==> config.mk <==
export PLATFORM = sky130hd
export DESIGN_NAME = div_unit
export DESIGN_NICKNAME = d
export VERILOG_FILES = /design/src/rtl/div_unit.sv
export SDC_FILE = /design/constraint.sdc
export NUM_CORES = 1
export LEC_CHECK = 0
export ABC_AREA = 1
export BUFFER_PORTS_ARGS = -buffer_cell sky130_fd_sc_hd__clkbuf_2
export CAP_MARGIN = 15
export CORE_ASPECT_RATIO = 0.5
export CORE_MARGIN = 2
export CORE_UTILIZATION = 55
export CTS_CLUSTER_SIZE = 16
export DETAILED_ROUTE_END_ITERATION = 16
export GPL_ROUTABILITY_DRIVEN = 0
export MAX_ROUTING_LAYER = met4
export PLACE_DENSITY_LB_ADDON = 0.05
export SYNTH_ARGS = -nofsm -noshare
export SYNTH_HDL_FRONTEND = slang
export SYNTH_SLANG_ARGS = --single-unit
==> constraint.sdc <==
create_clock -name clk -period 3.2 [get_ports clk]
set_input_delay 0.8 -clock clk [delete_from_list [all_inputs] [get_ports clk]]
set_output_delay 0.8 -clock clk [all_outputs]
set_load 0.02 [all_outputs]
==> src/rtl/div_unit.sv <==
// div_unit: multi-cycle radix-2 restoring divider for DIV/DIVU, producing {HI,LO} = {remainder, quotient}.
// Optional macro DIV_EARLY_OUT_EN: finish in one cycle when |a| < |b|.
`ifndef DIV_CONTROL
`define DIV_CONTROL  5'b11010
`endif
`ifndef DIVU_CONTROL
`define DIVU_CONTROL 5'b11011
`endif

module div_unit #(
  parameter int WIDTH = 32
) (
  input  logic               clk,
  input  logic               resetn,
  input  logic [WIDTH-1:0]   a,
  input  logic [WIDTH-1:0]   b,
  input  logic [4:0]         alucontrolE,
  input  logic               flushE,
  output logic [2*WIDTH-1:0] div_result,
  output logic               div_ready,
  output logic               div_stall
);

  localparam int CW = $clog2(WIDTH);

  typedef enum logic [1:0] {IDLE, BUSY, DONE} state_t;

  state_t             state_reg, state_next;
  logic [WIDTH-1:0]   rem_reg, rem_next;
  logic [WIDTH-1:0]   quo_reg, quo_next;
  logic [WIDTH-1:0]   dvs_reg, dvs_next;
  logic [CW-1:0]      cnt_reg, cnt_next;
  logic               qsign_reg, qsign_next;
  logic               rsign_reg, rsign_next;
  logic [2*WIDTH-1:0] result_reg, result_next;

  logic               start, signed_op;
  logic [WIDTH-1:0]   abs_a, abs_b;
  logic [WIDTH:0]     shifted;
  logic               ge;
  logic [WIDTH-1:0]   step_rem, step_q, fin_q, fin_r;

  assign signed_op = (alucontrolE == `DIV_CONTROL);
  assign start     = ((alucontrolE == `DIV_CONTROL) || (alucontrolE == `DIVU_CONTROL)) && !flushE;
  assign abs_a     = (signed_op && a[WIDTH-1]) ? -a : a;
  assign abs_b     = (signed_op && b[WIDTH-1]) ? -b : b;

  // The restored remainder is always below the divisor, so only the shifted
  // trial value needs the extra bit.
  assign shifted  = {rem_reg, quo_reg[WIDTH-1]};
  assign ge       = (shifted >= {1'b0, dvs_reg});
  assign step_rem = ge ? (shifted[WIDTH-1:0] - dvs_reg) : shifted[WIDTH-1:0];
  assign step_q   = {quo_reg[WIDTH-2:0], ge};
  assign fin_q    = qsign_reg ? -step_q : step_q;
  assign fin_r    = rsign_reg ? -step_rem : step_rem;

  always_comb begin
    state_next  = state_reg;
    rem_next    = rem_reg;
    quo_next    = quo_reg;
    dvs_next    = dvs_reg;
    cnt_next    = cnt_reg;
    qsign_next  = qsign_reg;
    rsign_next  = rsign_reg;
    result_next = result_reg;
    case (state_reg)
      IDLE: begin
        if (start) begin
          if (b == '0) begin
            state_next  = DONE;
            result_next = {a, {WIDTH{1'b1}}};
          end
`ifdef DIV_EARLY_OUT_EN
          else if (abs_a < abs_b) begin
            state_next  = DONE;
            result_next = {a, {WIDTH{1'b0}}};
          end
`endif
          else begin
            state_next = BUSY;
            rem_next   = '0;
            quo_next   = abs_a;
            dvs_next   = abs_b;
            cnt_next   = '0;
            qsign_next = signed_op && (a[WIDTH-1] ^ b[WIDTH-1]);
            rsign_next = signed_op && a[WIDTH-1];
          end
        end
      end
      BUSY: begin
        if (flushE) begin
          state_next = IDLE;
        end else begin
          rem_next = step_rem;
          quo_next = step_q;
          cnt_next = cnt_reg + 1'b1;
          if (cnt_reg == CW'(WIDTH-1)) begin
            state_next  = DONE;
            result_next = {fin_r, fin_q};
          end
        end
      end
      DONE:    state_next = IDLE;
      default: state_next = IDLE;
    endcase
  end

  always_ff @(posedge clk or negedge resetn) begin
    if (!resetn) begin
      state_reg  <= IDLE;
      rem_reg    <= '0;
      quo_reg    <= '0;
      dvs_reg    <= '0;
      cnt_reg    <= '0;
      qsign_reg  <= 1'b0;
      rsign_reg  <= 1'b0;
      result_reg <= '0;
    end else begin
      state_reg  <= state_next;
      rem_reg    <= rem_next;
      quo_reg    <= quo_next;
      dvs_reg    <= dvs_next;
      cnt_reg    <= cnt_next;
      qsign_reg  <= qsign_next;
      rsign_reg  <= rsign_next;
      result_reg <= result_next;
    end
  end

  assign div_result = result_reg;
  assign div_ready  = (state_reg == DONE);
  // Gated by resetn so the stall drops the moment reset is asserted.
  assign div_stall  = resetn && (((state_reg == IDLE) && start) || ((state_reg == BUSY) && !flushE));

endmodule

==> results by stage <==
Drt:
- After detailed routing, the average wire length per cell comes to 16.2 microns.
- The final route contains 15,100 vias.
- The number of vias per cell after detailed routing is 5.40.
- For this run, design rule violations remaining after detail routing come to 0.
- The post-route antenna net violation count is 0.
- Before antenna repair, the detailed router went through 6 iterations.
- For this block, the initial DRC count from the detailed router was 1,585.
- The total wirelength of the detailed-routed design is 45.3 mm.

Global route:
- The first global-routing pass estimated 69.2 mm of wire.
- Entering global routing, the biggest net connects 136 pins.
- The initial antenna violation count is 1.
- The overflow left after global routing is 0.
- The via count of the first global-routing pass is 13,400.
- The total global-route track usage is 35.9%.

Synthesis:
- The count of flip-flops with a built-in enable after synthesis is 0.
- The post-synthesis adder-cell area fraction is 3.72%.
- Summing every instance area after synthesis gives 13,300 sq um.
- The number of instances in the synthesized netlist is 2,084.
- The basic-gate share of the synthesized area counting and, or, nand and nor cells is 35.4%.
- The most used flip-flop cell after synthesis is sky130_fd_sc_hd__dfrtp_1.
- The sequential cell area fraction in the yosys report is 31.7%.
- The synthesized-area fraction occupied by ao, oa, aoi and oai cells is 13.4%.
- The share of cell area taken by muxes after synthesis is 0.0751%.
- After synthesis, the share of flip-flops with an asynchronous set or reset is 100%.
- The flip-flop and latch count after synthesis is 169.
- The synthesized netlist net count is 2,195.
- The count of distinct cell types in the synthesized netlist is 54.
- Summing the areas of all xor and xnor instances in the mapped netlist gives 4.47% of the synthesized area.
- The number of warnings reported in the yosys synthesis log is 0.
- The mean cell area of the mapped netlist is 6.40 sq um.
- The combinational family with the most area after synthesis is simple AND/OR/NAND/NOR gates.

Clock network:
- The clock tree buffer depth is 2.
- The number of levels in the clock H-tree is 4.
- CTS saw 169 sinks.
- The clock-pin transition on the worst setup and hold timing paths is 0.07 ns.
- The CTS tree is yes.
- The number of clock buffers added by TritonCTS is 17.
- The root buffer cell chosen for the clock tree is sky130_fd_sc_hd__clkbuf_16.
- The clock latency at the later pin of the worst-skew pair is 0.47 ns.

Timing:
- The total count of max-transition violations in the final report is 0.
- The worst path uses 109% of the clock period.
- Measured against its own limit, the worst slew margin works out to 46.7%.
- The final hold violation count is 0.
- The transition at the pin with the smallest max-transition slack is 0.800 ns.
- Setup repair after global routing could not meet its margin everywhere.
- For the final database, setup skew stands at 0.0148 ns.
- The final worst slack is -0.300 ns.
- The final critical-path required period is 3.50 ns.
- The final setup violation count is 17.
- The post-route worst hold slack is 0.411 ns.
- The maximum operating frequency is 286 MHz.

Job:
- The number of maximum-capacitance violations is 0.

Worst setup path:
- Data on the critical path arrives at its endpoint at 3.89 ns.
- The worst register-to-register path begins at rem_reg[29].
- The critical path startpoint category is a register.
- In this run the critical register-to-register path is captured at div_result[26].
- Of all nets on the critical path, the largest fanout is 4.
- The type of element capturing the critical path is a register.
- Across all register-to-register paths, the minimum setup slack is -0.30 ns.
- Measured in cells, the most critical reg-to-reg path has a length of 21.
- The critical path class is register to register.
- For the worst setup path, the data required time is 3.59 ns.

Layout:
- The register with the most flip-flops in the layout has 64 of them.
- Compared with the post-synthesis result, the final layout area differs by 36.3%.
- Cells fill 76.1% of the core in the end.
- In the final layout, the share of cells above drive strength 1 is 29.8%.
- The post-layout net count is 2,583.

Die:
- 138 I/O pins were placed.
- The initial core utilization is 55.8%.
- From left edge to right edge, the die measures 224 microns.
- The die covers 25,600 sq um.
- The area inside the core boundary is 23,900 sq um.
- The die height is 114 microns.
- The row count is 40.

Placed design:
- The number of buffer cells added on primary ports is 137.
- Prior to clock tree synthesis, the placed netlist has a worst setup slack of -0.252 ns.
- The post-DP HPWL is 33.4 mm.

Run status:
- The flow ran to the end, but the final reports show violations.
- The final reports fail on setup timing.

Hold path:
- The path class of the tightest hold or removal check is primary input to async pin.
[layout by cell type (no fill, tap or decap), types with 4 or more instances in the layout]
master                      instances
sky130_fd_sc_hd__nand3_2           20
sky130_fd_sc_hd__clkbuf_2         136
sky130_fd_sc_hd__nand3b_1           8
sky130_fd_sc_hd__dfrtp_1          161
sky130_fd_sc_hd__o221ai_1          13
sky130_fd_sc_hd__ha_1               4
sky130_fd_sc_hd__a21oi_1           74
sky130_fd_sc_hd__o31ai_1            7
sky130_fd_sc_hd__buf_4            278
sky130_fd_sc_hd__xor2_2             7
sky130_fd_sc_hd__buf_12            11
sky130_fd_sc_hd__o21ai_2            6
sky130_fd_sc_hd__a21oi_2            6
sky130_fd_sc_hd__nand2_1          589
sky130_fd_sc_hd__dfrtp_2            8
sky130_fd_sc_hd__o21ai_1           18
sky130_fd_sc_hd__clkbuf_16         18
sky130_fd_sc_hd__nor4_1            12
sky130_fd_sc_hd__and2_1             4
sky130_fd_sc_hd__inv_2             34
sky130_fd_sc_hd__o22ai_1           21
sky130_fd_sc_hd__nand2_2           67
sky130_fd_sc_hd__o211ai_1           8
sky130_fd_sc_hd__nand3_1          115
sky130_fd_sc_hd__xor2_1            51
sky130_fd_sc_hd__nor3_1            27
sky130_fd_sc_hd__o21ai_0          118
sky130_fd_sc_hd__a31oi_1           25
sky130_fd_sc_hd__clkinv_2           4
sky130_fd_sc_hd__nor2_4            19
sky130_fd_sc_hd__nand2_4           12
sky130_fd_sc_hd__inv_1            271
sky130_fd_sc_hd__buf_6             15
sky130_fd_sc_hd__nand4_1           23
sky130_fd_sc_hd__or2_2              8
sky130_fd_sc_hd__nor2_1           166
sky130_fd_sc_hd__nor2_2            32
sky130_fd_sc_hd__ha_4              34
sky130_fd_sc_hd__xnor2_1           10
[routing by layer]
metal	up-vias	GRT usage [%]	wire, microns
met5	-	-	0
met4	0	11.6	1220
li1	7456	-	-
met1	6888	50.8	20800
met3	97	7.47	4130
met2	685	51.5	19200
[cells by family after synthesis]
| group | Yosys count |
|---|---|
| DFF | 169 |
| and+or+nand+nor | 1112 |
| AOI/OAI and AO/OA | 315 |
| xor gates and xnor gates | 68 |
| adders and majority gates | 39 |
| muxes | 1 |
| buffers and inverters | 380 |
[final cells by class]
class                   instances  area (sq um)
inverters                     308          1160
clock buffers                  18           439
well taps                     315           394
multi-input cells            1535          8630
clock inverters                13           120
diodes                          1          2.50
flip-flops and latches        169          4240
fillers                      1872          5700
repair buffers                441          3180
[cells in the mapped netlist (5+ instances only)]
library cell               count  area share [%]
sky130_fd_sc_hd__a21oi_1      79             3.0
sky130_fd_sc_hd__nand3b_1      8            0.45
sky130_fd_sc_hd__clkbuf_1     50             1.4
sky130_fd_sc_hd__o21ai_0     123             4.6
sky130_fd_sc_hd__nand2_2      20            0.94
sky130_fd_sc_hd__nor2_2       12            0.56
sky130_fd_sc_hd__nor3_1       27             1.0
sky130_fd_sc_hd__xor2_1       58             3.8
sky130_fd_sc_hd__o21ai_1      19            0.71
sky130_fd_sc_hd__xnor2_1      10            0.66
sky130_fd_sc_hd__inv_1       293             8.3
sky130_fd_sc_hd__dfrtp_1     169              32
sky130_fd_sc_hd__o31ai_1       8            0.45
sky130_fd_sc_hd__inv_2        13            0.37
sky130_fd_sc_hd__nand2_1     646              18
sky130_fd_sc_hd__or2_2         9            0.42
sky130_fd_sc_hd__o221ai_1     13            0.85
sky130_fd_sc_hd__nor2_1      203             5.7
sky130_fd_sc_hd__nor4_1       12            0.56
sky130_fd_sc_hd__nand4_1      23             1.1
sky130_fd_sc_hd__o22ai_1      21            0.99
sky130_fd_sc_hd__buf_2        11            0.41
sky130_fd_sc_hd__and2_1        5            0.23
sky130_fd_sc_hd__ha_1         38             3.6
sky130_fd_sc_hd__a31oi_1      25             1.2
sky130_fd_sc_hd__nand3_1     132             5.0
sky130_fd_sc_hd__o211ai_1      8            0.45
[worst max-delay path, cell delays in order, from the launching register on]
cell and delay, ns:
sky130_fd_sc_hd__dfrtp_1 0.44, sky130_fd_sc_hd__ha_4 0.25, sky130_fd_sc_hd__a21o_1 0.17, sky130_fd_sc_hd__nand2_1 0.07, sky130_fd_sc_hd__nand2_2 0.06, sky130_fd_sc_hd__a21oi_4 0.16, sky130_fd_sc_hd__nand2_2 0.08, sky130_fd_sc_hd__nor2_4 0.15
sky130_fd_sc_hd__nand2_4 0.09, sky130_fd_sc_hd__inv_8 0.07, sky130_fd_sc_hd__ha_4 0.12, sky130_fd_sc_hd__nand4_1 0.18, sky130_fd_sc_hd__nor3_2 0.28, sky130_fd_sc_hd__nand4_1 0.18, sky130_fd_sc_hd__nor4_2 0.25, sky130_fd_sc_hd__buf_4 0.18
sky130_fd_sc_hd__nand2_4 0.06, sky130_fd_sc_hd__nand2_4 0.06, sky130_fd_sc_hd__o21ai_2 0.06, sky130_fd_sc_hd__or2_4 0.25, sky130_fd_sc_hd__xor2_2 0.14, sky130_fd_sc_hd__a21oi_1 0.11
[through the flow]
stage          cell area, sq um  TNS (ns)  cells
2_1_floorplan             13700    -0.380   2084
3_3_place_gp              16500     -3.78   2721
3_5_place_dp              16500     -6.98   2721
4_1_cts                   17300   -0.0427   2771
5_1_grt                   18200     -6.86   2800
6_report                  18200     -1.94   2800
[timing repair]
item | CTS | global route
hold buffers | 0 | 0
pin swaps | 16 | 65
gates cloned | 0 | 1
resized for setup | 27 | 195
buffers inserted | 19 | 29
endpoints found under the setup margin | 28 | 45
endpoints found under the hold margin | 0 | 0
[worst max path at each step]
stage	slack, ns	from	endpoint
final	-0.30	rem_reg[29]	div_result[26]
after global routing	-0.46	dvs_reg[30]	div_result[26]
after CTS	-0.04	dvs_reg[26]	div_result[26]
after detailed placement	-0.25	dvs_reg[26]	div_result[26]
after global placement	-0.20	b[0]	quo_reg[31]
after floorplan	-0.18	dvs_reg[30]	div_result[26]
Power is left out: the tool's default activity adds up to more than one toggle a clock period on the data nets, which glitch-free logic cannot reach.
